===== src/rtl/alu_sequencer.sv =====
// rtl/alu_sequencer.sv - operand register file and command sequencer driving a 4-bit combinational ALU
// Optional zero_flag output is enabled by defining ALU_SEQUENCER_ZERO_FLAG_EN.
module alu_sequencer #(
    parameter int NUM_REGS      = 4,
    parameter int REG_ADDR_W    = 2,
    parameter int SETTLE_CYCLES = 1
) (
    input  logic                  clk,
    input  logic                  reset,
    input  logic                  cmd_valid,
    output logic                  cmd_ready,
    input  logic [1:0]            cmd_op,
    input  logic [REG_ADDR_W-1:0] cmd_src_a,
    input  logic [REG_ADDR_W-1:0] cmd_src_b,
    input  logic [REG_ADDR_W-1:0] cmd_dst,
    input  logic                  wr_en,
    input  logic [REG_ADDR_W-1:0] wr_addr,
    input  logic [3:0]            wr_data,
    input  logic [REG_ADDR_W-1:0] rd_addr,
    output logic [3:0]            rd_data,
    output logic [3:0]            alu_a,
    output logic [3:0]            alu_b,
    output logic [1:0]            alu_op,
    output logic                  alu_enable,
    input  logic [3:0]            alu_result,
    output logic                  busy,
    output logic                  done,
    output logic [3:0]            done_data
`ifdef ALU_SEQUENCER_ZERO_FLAG_EN
    ,
    output logic                  zero_flag
`endif
);

    localparam int CNT_W = (SETTLE_CYCLES > 1) ? $clog2(SETTLE_CYCLES) : 1;

    localparam logic [1:0] ST_IDLE    = 2'd0;
    localparam logic [1:0] ST_ISSUE   = 2'd1;
    localparam logic [1:0] ST_CAPTURE = 2'd2;

    logic [1:0]            state;
    logic [CNT_W-1:0]      settle_cnt;
    logic [REG_ADDR_W-1:0] dst_q;
    logic [3:0]            regs [NUM_REGS];

    assign cmd_ready = (state == ST_IDLE);
    assign busy      = (state != ST_IDLE);
    assign rd_data   = regs[rd_addr];

    always_ff @(posedge clk) begin
        if (reset) begin
            state      <= ST_IDLE;
            settle_cnt <= '0;
            dst_q      <= '0;
            alu_a      <= 4'd0;
            alu_b      <= 4'd0;
            alu_op     <= 2'd0;
            alu_enable <= 1'b0;
            done       <= 1'b0;
            done_data  <= 4'd0;
`ifdef ALU_SEQUENCER_ZERO_FLAG_EN
            zero_flag  <= 1'b0;
`endif
            for (int i = 0; i < NUM_REGS; i++) begin
                regs[i] <= 4'd0;
            end
        end else begin
            // Host load first so a capture to the same register in this edge overrides it.
            if (wr_en) begin
                regs[wr_addr] <= wr_data;
            end
            case (state)
                ST_IDLE: begin
                    if (cmd_valid && cmd_ready) begin
                        alu_a      <= regs[cmd_src_a];
                        alu_b      <= regs[cmd_src_b];
                        alu_op     <= cmd_op;
                        alu_enable <= 1'b1;
                        dst_q      <= cmd_dst;
                        settle_cnt <= CNT_W'(SETTLE_CYCLES - 1);
                        state      <= ST_ISSUE;
                    end
                end
                ST_ISSUE: begin
                    if (settle_cnt == '0) begin
                        regs[dst_q] <= alu_result;
                        done_data   <= alu_result;
                        done        <= 1'b1;
                        alu_enable  <= 1'b0;
`ifdef ALU_SEQUENCER_ZERO_FLAG_EN
                        zero_flag   <= (alu_result == 4'd0);
`endif
                        state       <= ST_CAPTURE;
                    end else begin
                        settle_cnt <= settle_cnt - 1'b1;
                    end
                end
                ST_CAPTURE: begin
                    done  <= 1'b0;
                    state <= ST_IDLE;
                end
                default: begin
                    state <= ST_IDLE;
                end
            endcase
        end
    end

endmodule

===== config.mk =====
export PLATFORM = sky130hd
export DESIGN_NAME = alu_sequencer
export DESIGN_NICKNAME = d
export VERILOG_FILES = /design/src/rtl/alu_sequencer.sv
export SDC_FILE = /design/constraint.sdc
export NUM_CORES = 1
export LEC_CHECK = 0
export ABC_CLOCK_PERIOD_IN_PS = 2400
export CAP_MARGIN = 40
export CORE_ASPECT_RATIO = 0.9
export CORE_MARGIN = 1.5
export CORE_UTILIZATION = 49
export DETAILED_ROUTE_END_ITERATION = 12
export PLACE_DENSITY = 0.8
export SLEW_MARGIN = 20
export SYNTH_ARGS = -nofsm -noshare
export SYNTH_HDL_FRONTEND = slang
export SYNTH_SLANG_ARGS = --single-unit

===== constraint.sdc =====
create_clock -name clk -period 2.4 [get_ports clk]
set_clock_uncertainty 0.15 [all_clocks]
set_input_delay 0.48 -clock clk [delete_from_list [all_inputs] [get_ports clk]]
set_output_delay 0.48 -clock clk [all_outputs]
set_load 0.02 [all_outputs]

==> results.ini, run 1 <==
[outcome]
outcome=finished, final reports clean

[final_layout]
area_growth_pct=31.0
final_cell_mix=clkdlybuf4s50_1 (39), nand2_1 (33), dfxtp_1 (20)
final_nets=233
layout-drive-gt1-share_pct=11.6
final_common_cell=clkdlybuf4s50_1
design_area_mm2=0.00242
diodes=0
fin_util_pct=69.5

[critical_path]
crit_fanout=4
worstSetupEndpoint=rd_data[2]
rr_startpoint=state[1]
critPathRequiredTime_ns=1.77
crit_type=in2out
reg2reg_depth=5
arrival_ns=1.74
cp-startpoint=rd_addr[1]
worst_setup_path_start_kind=input port
r2r_end=regs[0][2]
end_kind=output pin
rrSetupSlack_ns=0.34

[logic_synthesis]
synthCells=158
ys.warnings.count=0
syn_avg_cell_area_um2=11.7
syn-num-nets=185
synth_edf_count=16
syn_area_mm2=0.00185
synth_flop_cell=dfxtp_1
synthArstFlopShare_pct=0
ys_types=27
ys_seq_elements=36
ys_seq_area_share_pct=47.7

[sta]
max_slew_margin_pct=69.8
grt_setup_unrepaired=no
hold_slack_ns=0.306
clock.fmax_mhz=422
tns_ns=0
setup_viol_count_final=0
final_max_slew_viol_count=0
post-route-min-period_ns=2.37
worstMarginPinSlew_ns=0.453
finalHoldViolations=0
fin_crit_sh_pct=98.8

[route]
drc_errors=0
vias=1449
dr.pass1.iters=4
drt-wirelength-per-cell_um=16.7
drtAntennaViolNets=0
wl_mm=4.20
viasPerCell=5.77
drtIter0Drc=81

[power]
p_clk_share_pct=28.1
ir_drop_v=0.000351
pwr-share-seq_pct=49.9
p_comb_share_pct=22.0
intPower_w=0.00105
switchingPower_w=0.000393
p_per_area_mw_per_mm2=597
switching_share_pct=27.2
p_leak_nw=0.899

[die]
io_pins=46
start_util_pct=53.1
core_area_mm2=0.00348
die_area_mm2=0.00414
die_w_um=67.7
rows=20
die_y_um=61.2

[clock_tree]
cts_tree=built
clk-insertion-delay-late_ns=0.29
path_clk_slew_ns=0.07
cts_htree_levels=2
clk_path_buf_depth=2
cts_made_buffers=5
clock-sinks=36
root_buffer=clkbuf_8
cts_hold_buf=0

[global_routing]
grt_pass1_wl_mm=6.72
first_global_vias=1426
track_usage_pct=22.7
overflow=0
grt_max_degree=21
antenna_found_initial=0

[place]
numPortBuffers=45
dpl_cell_area_mm2=0.00234
hpwlAfterDp_mm=3.32
gp_congestion=0.941

[min_path]
hold_path.class=reg2reg

[flow_run]
maxCapViolCount=0

[how the worst min path moves through the flow]
stage | from | end | cells past startpoint
CTS | alu_a[1] | alu_a[1] | 2
finish | alu_a[1] | alu_a[1] | 2
detailed placement | alu_a[1] | alu_a[1] | 2
floorplan | state[0] | state[0] | 2
global placement | alu_op[0] | alu_op[0] | 2
global route | alu_a[0] | alu_a[0] | 2
[logic make-up (layout without fill, tap and decap cells)]
group / count (synthesis) / count (layout) / share of synthesized area, %
AOI/OAI and AO/OA: 37 / 37 / 13.6
adders and majority gates: 3 / 3 / 2.03
buffers and inverters: 12 / 61 / 2.85
DFF: 36 / 36 / 47.7
muxes: 16 / 16 / 16.8
and+or+nand+nor: 54 / 54 / 17.0
[synth_stat cells, types with 2 or more instances]
cell type	instances	area, um2
inv_1	5	18.8
nor2_1	7	26.3
nand2_1	33	124
a21oi_1	14	70.1
a311o_1	3	30.0
edfxtp_1	16	480
mux4_2	12	270
a22o_1	12	105
clkbuf_1	5	18.8
nor4b_4	3	71.3
nor2b_1	2	12.5
buf_4	2	15.0
mux2i_1	4	40.0
dfxtp_1	20	400
ha_1	3	37.5
o21ai_0	6	30.0
[layout make-up]
type	instances	area [um2]
clock inverters	1	3.75
inverters	5	18.8
well taps	44	55.1
multi-input cells	110	912
flip-flops and latches	36	881
clock buffers	7	76.3
repair buffers	48	470
fillers	262	1060
[power by group through the flow]
stage	logic, W	clock network [W]	registers (W)
after floorplan	0.000156	0	0.000747
after global placement	0.000314	0	0.000729
after detailed placement	0.000324	0	0.000733
after CTS	0.000319	0.000414	0.000720
after global routing	0.000343	0.000439	0.000725
final	0.000317	0.000406	0.000720
[through the flow]
step	cells	setup WS [ns]	total power, W
floorplan	158	0.567	0.000903
global placement	243	-0.415	0.00104
detailed placement	243	-0.469	0.00106
CTS	251	0.0348	0.00145
global route	251	0.0106	0.00151
finish	251	0.0292	0.00144
[registers in the layout, summed over array words and instances (netlist names)]
signal      cells
alu_b           4
alu_enable      1
alu_a           4
done_data       4
alu_op          2
done            1
regs           16
dst_q           2
state           2
[critical path, stage by stage]
cell	delay [ns]
clkdlybuf4s50_1	0.57
mux4_2	0.33
dlygate4sd2_1	0.35
[layer usage]
metal	part of all wire (%)	vias up	global-route usage, %
met5	0	-	0
met4	2.5	0	11.7
met3	5.2	11	4.57
met2	50	54	39.1
met1	42	692	27.4
li1	-	692	-
[what timing repair did]
| item | 4_1_cts | 5_1_grt |
|---|---|---|
| resized for setup | 6 | 1 |
| endpoints found under the setup margin | 4 | 1 |
| pin swaps | 0 | 0 |
| setup buffers | 0 | 0 |
No activity file was read; power rests on OpenSTA's default activity.
==> run 2, diff against run 1 <==
--- a/config.mk
+++ b/config.mk
@@ -11,7 +11,7 @@
 export CORE_MARGIN = 1.5
 export CORE_UTILIZATION = 49
 export DETAILED_ROUTE_END_ITERATION = 12
-export PLACE_DENSITY = 0.8
+export PLACE_DENSITY_LB_ADDON = 0.08
 export SLEW_MARGIN = 20
 export SYNTH_ARGS = -nofsm -noshare
 export SYNTH_HDL_FRONTEND = slang
==> run 2 against run 1 <==
Worst hold slack better by 0.0013 ns. Flip-flop and latch count did not move. First-iteration DRC count is 37% higher. Power rose by 12%. Setup slack better by 0.070 ns. Die area did not move. Clock power is 42% higher. Combinational power hardly changed. Highest routed layer unchanged. Routed wire length decreased by 4.5%. Non-clock buffer count increased by 3.
==> results.ini, run 2 (same netlist as run 1, synthesis figures left out) <==
[route]
wl_mm=4.01
dr_wl_met3_um=221
vias=1433
drt-wirelength-per-cell_um=15.8
highest_layer=met4
drc_errors=0
viasPerCell=5.64
met1Wirelength_mm=1.74
dr.pass1.iters=4
drtIter0Drc=111
wl_met2_mm=1.97
drtAntennaViolNets=0

[clock_tree]
cts_hold_buf=0
clk_path_buf_depth=2
root_buffer=clkbuf_8
path_clk_slew_ns=0.07
clock-sinks=36
clk-insertion-delay-late_ns=0.28
post_cts_buffers=0
cts_made_buffers=5
cts_resized=5
cts_htree_levels=2
cts_tree=built

[critical_path]
worst_setup_path_start_kind=input port
slowest_stage=mux4_2
critPathRequiredTime_ns=1.77
path_cells=dlygate4sd2_1 > mux4_2 > dlygate4sd2_1
crit_family=buffers and inverters
arrival_ns=1.67
crit_type=in2out
slowest_delay_ns=0.53
crit_buf_inv=2
cpMostUsedCell=dlygate4sd2_1
end_kind=output pin
crit_fanout=4

[global_routing]
first_global_vias=1325
grt_pass1_wl_mm=6.29
overflow=0
antenna_found_initial=0
grt_max_degree=21
track_usage_pct=21.5

[min_path]
hold_path.class=reg2reg

[place]
hpwlAfterDp_mm=3.08
gp_congestion=0.933
place_ws_ns=-0.411
numPortBuffers=45
dpl_cell_area_mm2=0.00236

[power]
p_clk_share_pct=35.8
p_leak_nw=0.939
switching_share_pct=24.5
ir_drop_v=0.000455
p_per_area_mw_per_mm2=649
pwr-share-seq_pct=44.7
p_comb_share_pct=19.5
switchingPower_w=0.000396
intPower_w=0.00122

[final_layout]
final_nets=236
diodes=0
final_common_cell=clkdlybuf4s50_1
area_growth_pct=34.6
layout-drive-gt1-share_pct=14.3
top_register=regs
design_area_mm2=0.00248
final_cell_mix=clkdlybuf4s50_1 (39), nand2_1 (33), dfxtp_1 (20)
largest_reg_flops=16

[sta]
finalHoldViolations=0
max_slew_margin_pct=70.7
clock.fmax_mhz=435
setup_slack_ns=0.0991
final_max_slew_viol_count=0
worstMarginPinSlew_ns=0.439
setup_viol_count_final=0
post-route-min-period_ns=2.30
grt_setup_unrepaired=no
fin_crit_sh_pct=95.9

[flow_run]
maxCapViolCount=0

[die]
die_y_um=61.2
die_w_um=67.7
io_pins=46
die_area_mm2=0.00414
core_area_mm2=0.00348
start_util_pct=53.1
rows=20

[outcome]
outcome=finished, final reports clean

[run 2: final cells by class]
class	count	area, um2
clock inverters	1	30.0
fillers	250	993
well taps	44	55.1
multi-input cells	110	912
clock buffers	7	96.3
repair buffers	51	492
inverters	5	18.8
flip-flops and latches	36	881
[run 2: power by group through the flow]
| stage | clock network [W] | logic (W) | registers [W] |
|---|---|---|---|
| after CTS | 0.000586 | 0.000316 | 0.000721 |
| after global routing | 0.000608 | 0.000343 | 0.000725 |
| after detailed placement | 0 | 0.000321 | 0.000735 |
| final | 0.000577 | 0.000315 | 0.000722 |
| after floorplan | 0 | 0.000156 | 0.000747 |
| after global placement | 0 | 0.000316 | 0.000731 |
[run 2: stage by stage]
step	setup TNS, ns	hold WS, ns	instances	util [%]	power (W)
3_5_place_dp	-1.62	0.299	246	67.9	0.00106
2_1_floorplan	0	0.335	158	-	0.000903
5_1_grt	0	0.334	254	71.4	0.00168
4_1_cts	0	0.310	254	71.4	0.00162
3_3_place_gp	-1.53	0.291	246	67.9	0.00105
6_report	0	0.308	254	71.4	0.00161
[run 2: final timing paths]
| kind | to | startpoint | cells after the start | slack (ns) |
|---|---|---|---|---|
| worst max-delay path | rd_data[0] | rd_addr[0] | 3 | 0.1 |
| worst min-delay path | alu_b[0] | alu_b[0] | 2 | 0.31 |
| worst max register to register | regs[0][2] | state[1] | 5 | 0.40 |
| worst min register to register | alu_b[0] | alu_b[0] | 2 | 0.31 |
[run 2: worst min-delay path, cell delays in order (launching register included)]
cell and delay, ns:
dfxtp_1 0.31, nand2_1 0.05, a21oi_1 0.05
[run 2: per-layer routing]
metal  GRT usage, %  up-vias
li1               -      699
met1           27.1      683
met2           35.4       45
met3           5.12        6
met4           10.2        0
met5              0        -
==> edit: new RTL, config.mk and constraints of run 2 <==
Make the reset (`reset`) asynchronous in one clocked block.
--- a/src/rtl/alu_sequencer.sv
+++ b/src/rtl/alu_sequencer.sv
@@ -49,3 +49,3 @@
 
-    always_ff @(posedge clk) begin
+    always_ff @(posedge clk or posedge reset) begin
         if (reset) begin
Check against the original RTL: differs if reset is asserted again (counterexample within 4 cycles, from zero or initial values and one cycle with reset high); with reset held inactive, the same outputs for 4 cycles.
==> edit against run 2 <==
Area after synthesis up 1.8%. Non-clock buffer count down 2. Sequential cell count unchanged. Setup slack worse by 0.048 ns. Routed wire length about the same. Cell area down 0.50%. Utilization down 4.7 points.
Power is not compared: it rests on default switching activity, and its combinational part moved more than twofold at a synthesized area within 25%.
==> edit: results (changes against run 2) <==
stage,metric,value,unit,change
outcome,status,completed,,
clock_tree,cts repair resizes,8,,+3
cells_and_area,share of post-route cells with drive strength above 1,18.0,%,+3.8 points
min_path,Cells on Worst Hold Path,1,,-1
clock_tree,clk slew on worst S/H paths,0.07,ns,about the same
cells_and_area,number of flip-flops in the largest register,16,,unchanged
routing,vias post-DR,1308,,-8.7%
critical_path,Slowest cell on crit path,clkdlybuf4s50_1,,
global_route,number of global-route vias before repair,1344,,+1.4%
global_route,total global-route track usage,22.1,%,+0.54 points
synthesis,sequential share of the synthesized area,48.0,%,+0.24 points
global_route,global-route wire length before repair,6.62,mm,+5.4%
placement,DPL Wire Length,3.07,mm,-0.14%
critical_path,largest fanout on the critical path,3,,-1
global_route,maximum number of pins on one net before global-route repair,37,,+76%
timing,Tightest Pin Transition,0.509,ns,+0.0692 ns
placement,GPL Wtd Cong,0.769,,-18%
cells_and_area,count of filler cells inserted in the layout,280,,+12%
routing,Avg WL per Cell,16.7,um,+5.7%
synthesis,Cells after Synth,142,,-10%
power_and_ir_drop,VDD IR-drop max,0.650,mV,
placement,dpl cells,233,,-5.3%
clock_tree,level count of the clock H-tree,2,,unchanged
synthesis,leading cell types by count after synthesis,"dfrtp_1 (36), mux2i_1 (17), mux2_2 (16)",,
power_and_ir_drop,power dissipated by switching net loads,1.11,mW,
routing,DRC marker count from the first detailed-route iteration,50,,-55%
min_path,class of the worst hold path,flop to flop,,
cells_and_area,"Most flops, register",regs,,
global_route,antenna violations before repair,0,,unchanged
critical_path,reg2reg setup slack,0.62,ns,+0.22 ns
power_and_ir_drop,LEAKAGE,1.11,nW,
synthesis,number of distinct library cells after synthesis,21,,-22%
clock_tree,maximum number of buffers from clock root to sink,2,,unchanged
cells_and_area,antenna cell count,0,,unchanged
cells_and_area,number of nets in the layout,221,,-6.4%
routing,TritonRoute pass-1 iters,4,,unchanged
placement,count of buffers from port buffering,45,,unchanged
cells_and_area,final cell count without fillers,240,,-5.5%
clock_tree,total CTS buffers,5,,unchanged
synthesis,ys async rst share,100,%,+100 points
clock_tree,insertion delay of the later-clocked pin in the worst-skew pair,0.28,ns,about the same
critical_path,max incr delay on CP,0.50,ns,-0.03 ns
synthesis,Post-Syn Nets,169,,-8.6%
critical_path,Worst EP arrival,1.72,ns,+0.05 ns
synthesis,number of warning messages in the yosys log,0,,unchanged
synthesis,ranking of synthesized cells by area,"dfrtp_1 (48%), mux4_1 (11%), mux2_2 (9.6%)",,
clock_tree,clock tree root buffer cell,clkbuf_8,,
clock_tree,post-CTS setup buffer count,0,,unchanged
critical_path,R2R depth,4,,-1
critical_path,gate family responsible for the most delay along the worst path,buffers and inverters,,
## edit: changes by cell type in the layout (fill, tap and decap cells not counted), sizes merged, moves of 7 or more
cell	before	now
nand2	33	6
edfxtp	16	0
a22o	12	0
mux2i	4	17
nor2	7	14
dfrtp	0	36
mux2	0	16
dfxtp	20	0
## edit: layout make-up
class | instances | share of cell area (%)
Clock buffer | 7 | 3.90
Inverter | 6 | 0.911
Multi-Input combinational cell | 96 | 37.6
Sequential cell | 36 | 36.4
Tap cell | 46 | 2.33
Timing Repair Buffer | 49 | 18.9
## edit: final timing paths
| kind | startpoint | endpoint |
|---|---|---|
| min | alu_b[1]$_DFFE_PP0P_ | alu_b[1]$_DFFE_PP0P_ |
| min in group asynchronous | reset | state[1]$_DFFE_PP0P_ |
| max | rd_addr[1] | rd_data[2] |
| min reg2reg | alu_b[1]$_DFFE_PP0P_ | alu_b[1]$_DFFE_PP0P_ |
| max in group asynchronous | reset | regs[3]$_DFF_PP0_ |
| max reg2reg | state[0]$_DFFE_PP0P_ | alu_a[2]$_DFFE_PP0P_ |
## edit: through the flow
step / TNS [ns] / hold WS [ns] / area, um2 / setup WS, ns / utilization, %
final: 0 / 0.356 / 2470 / 0.0512 / 66.7
after global routing: 0 / 0.372 / 2470 / 0.00425 / 66.7
after CTS: 0 / 0.361 / 2480 / 0.00730 / 67.0
after detailed placement: -1.56 / 0.345 / 2390 / -0.448 / 64.5
after global placement: -1.46 / 0.336 / 2390 / -0.410 / 64.5
after floorplan: 0 / 0.341 / 1880 / 0.744 / -
## edit: worst reg2reg max path, delay by kind of cell (launching register included)
family                   cells  cell delay (ns)
adder cells (fa/ha/maj)      1             0.26
buffers and inverters        1             0.07
flip-flops                   1             0.37
multiplexers                 1             0.40
AND/OR/NAND/NOR              1             0.41
## edit: cell families (layout without fill, tap and decap cells)
| group | Yosys count | in the layout | synth area share (%) |
|---|---|---|---|
| adders and majority gates | 3 | 3 | 2.00 |
| DFF | 36 | 36 | 48.0 |
| buffers and inverters | 10 | 62 | 2.60 |
| AOI/OAI and AO/OA | 19 | 19 | 5.13 |
| muxes | 45 | 45 | 34.6 |
| and+or+nand+nor | 29 | 29 | 7.66 |
## edit: power by group through the flow
stage	logic [mW]	clock network, mW	registers, mW
floorplan	0.783	0	1.25
global placement	1.44	0	1.14
detailed placement	1.48	0	1.18
CTS	1.47	0.470	1.17
global route	1.56	0.492	1.23
finish	1.43	0.462	1.17
## edit: layer usage
| layer | GRT usage [%] | share of wire (%) | wire (um) | vias to the layer above |
|---|---|---|---|---|
| li1 | - | - | - | 632 |
| met5 | 0 | 0 | 0 | - |
| met2 | 37.3 | 48 | 1910 | 40 |
| met3 | 4.50 | 5.1 | 204 | 5 |
| met4 | 6.00 | 1.1 | 45 | 0 |
| met1 | 29.4 | 46 | 1840 | 631 |
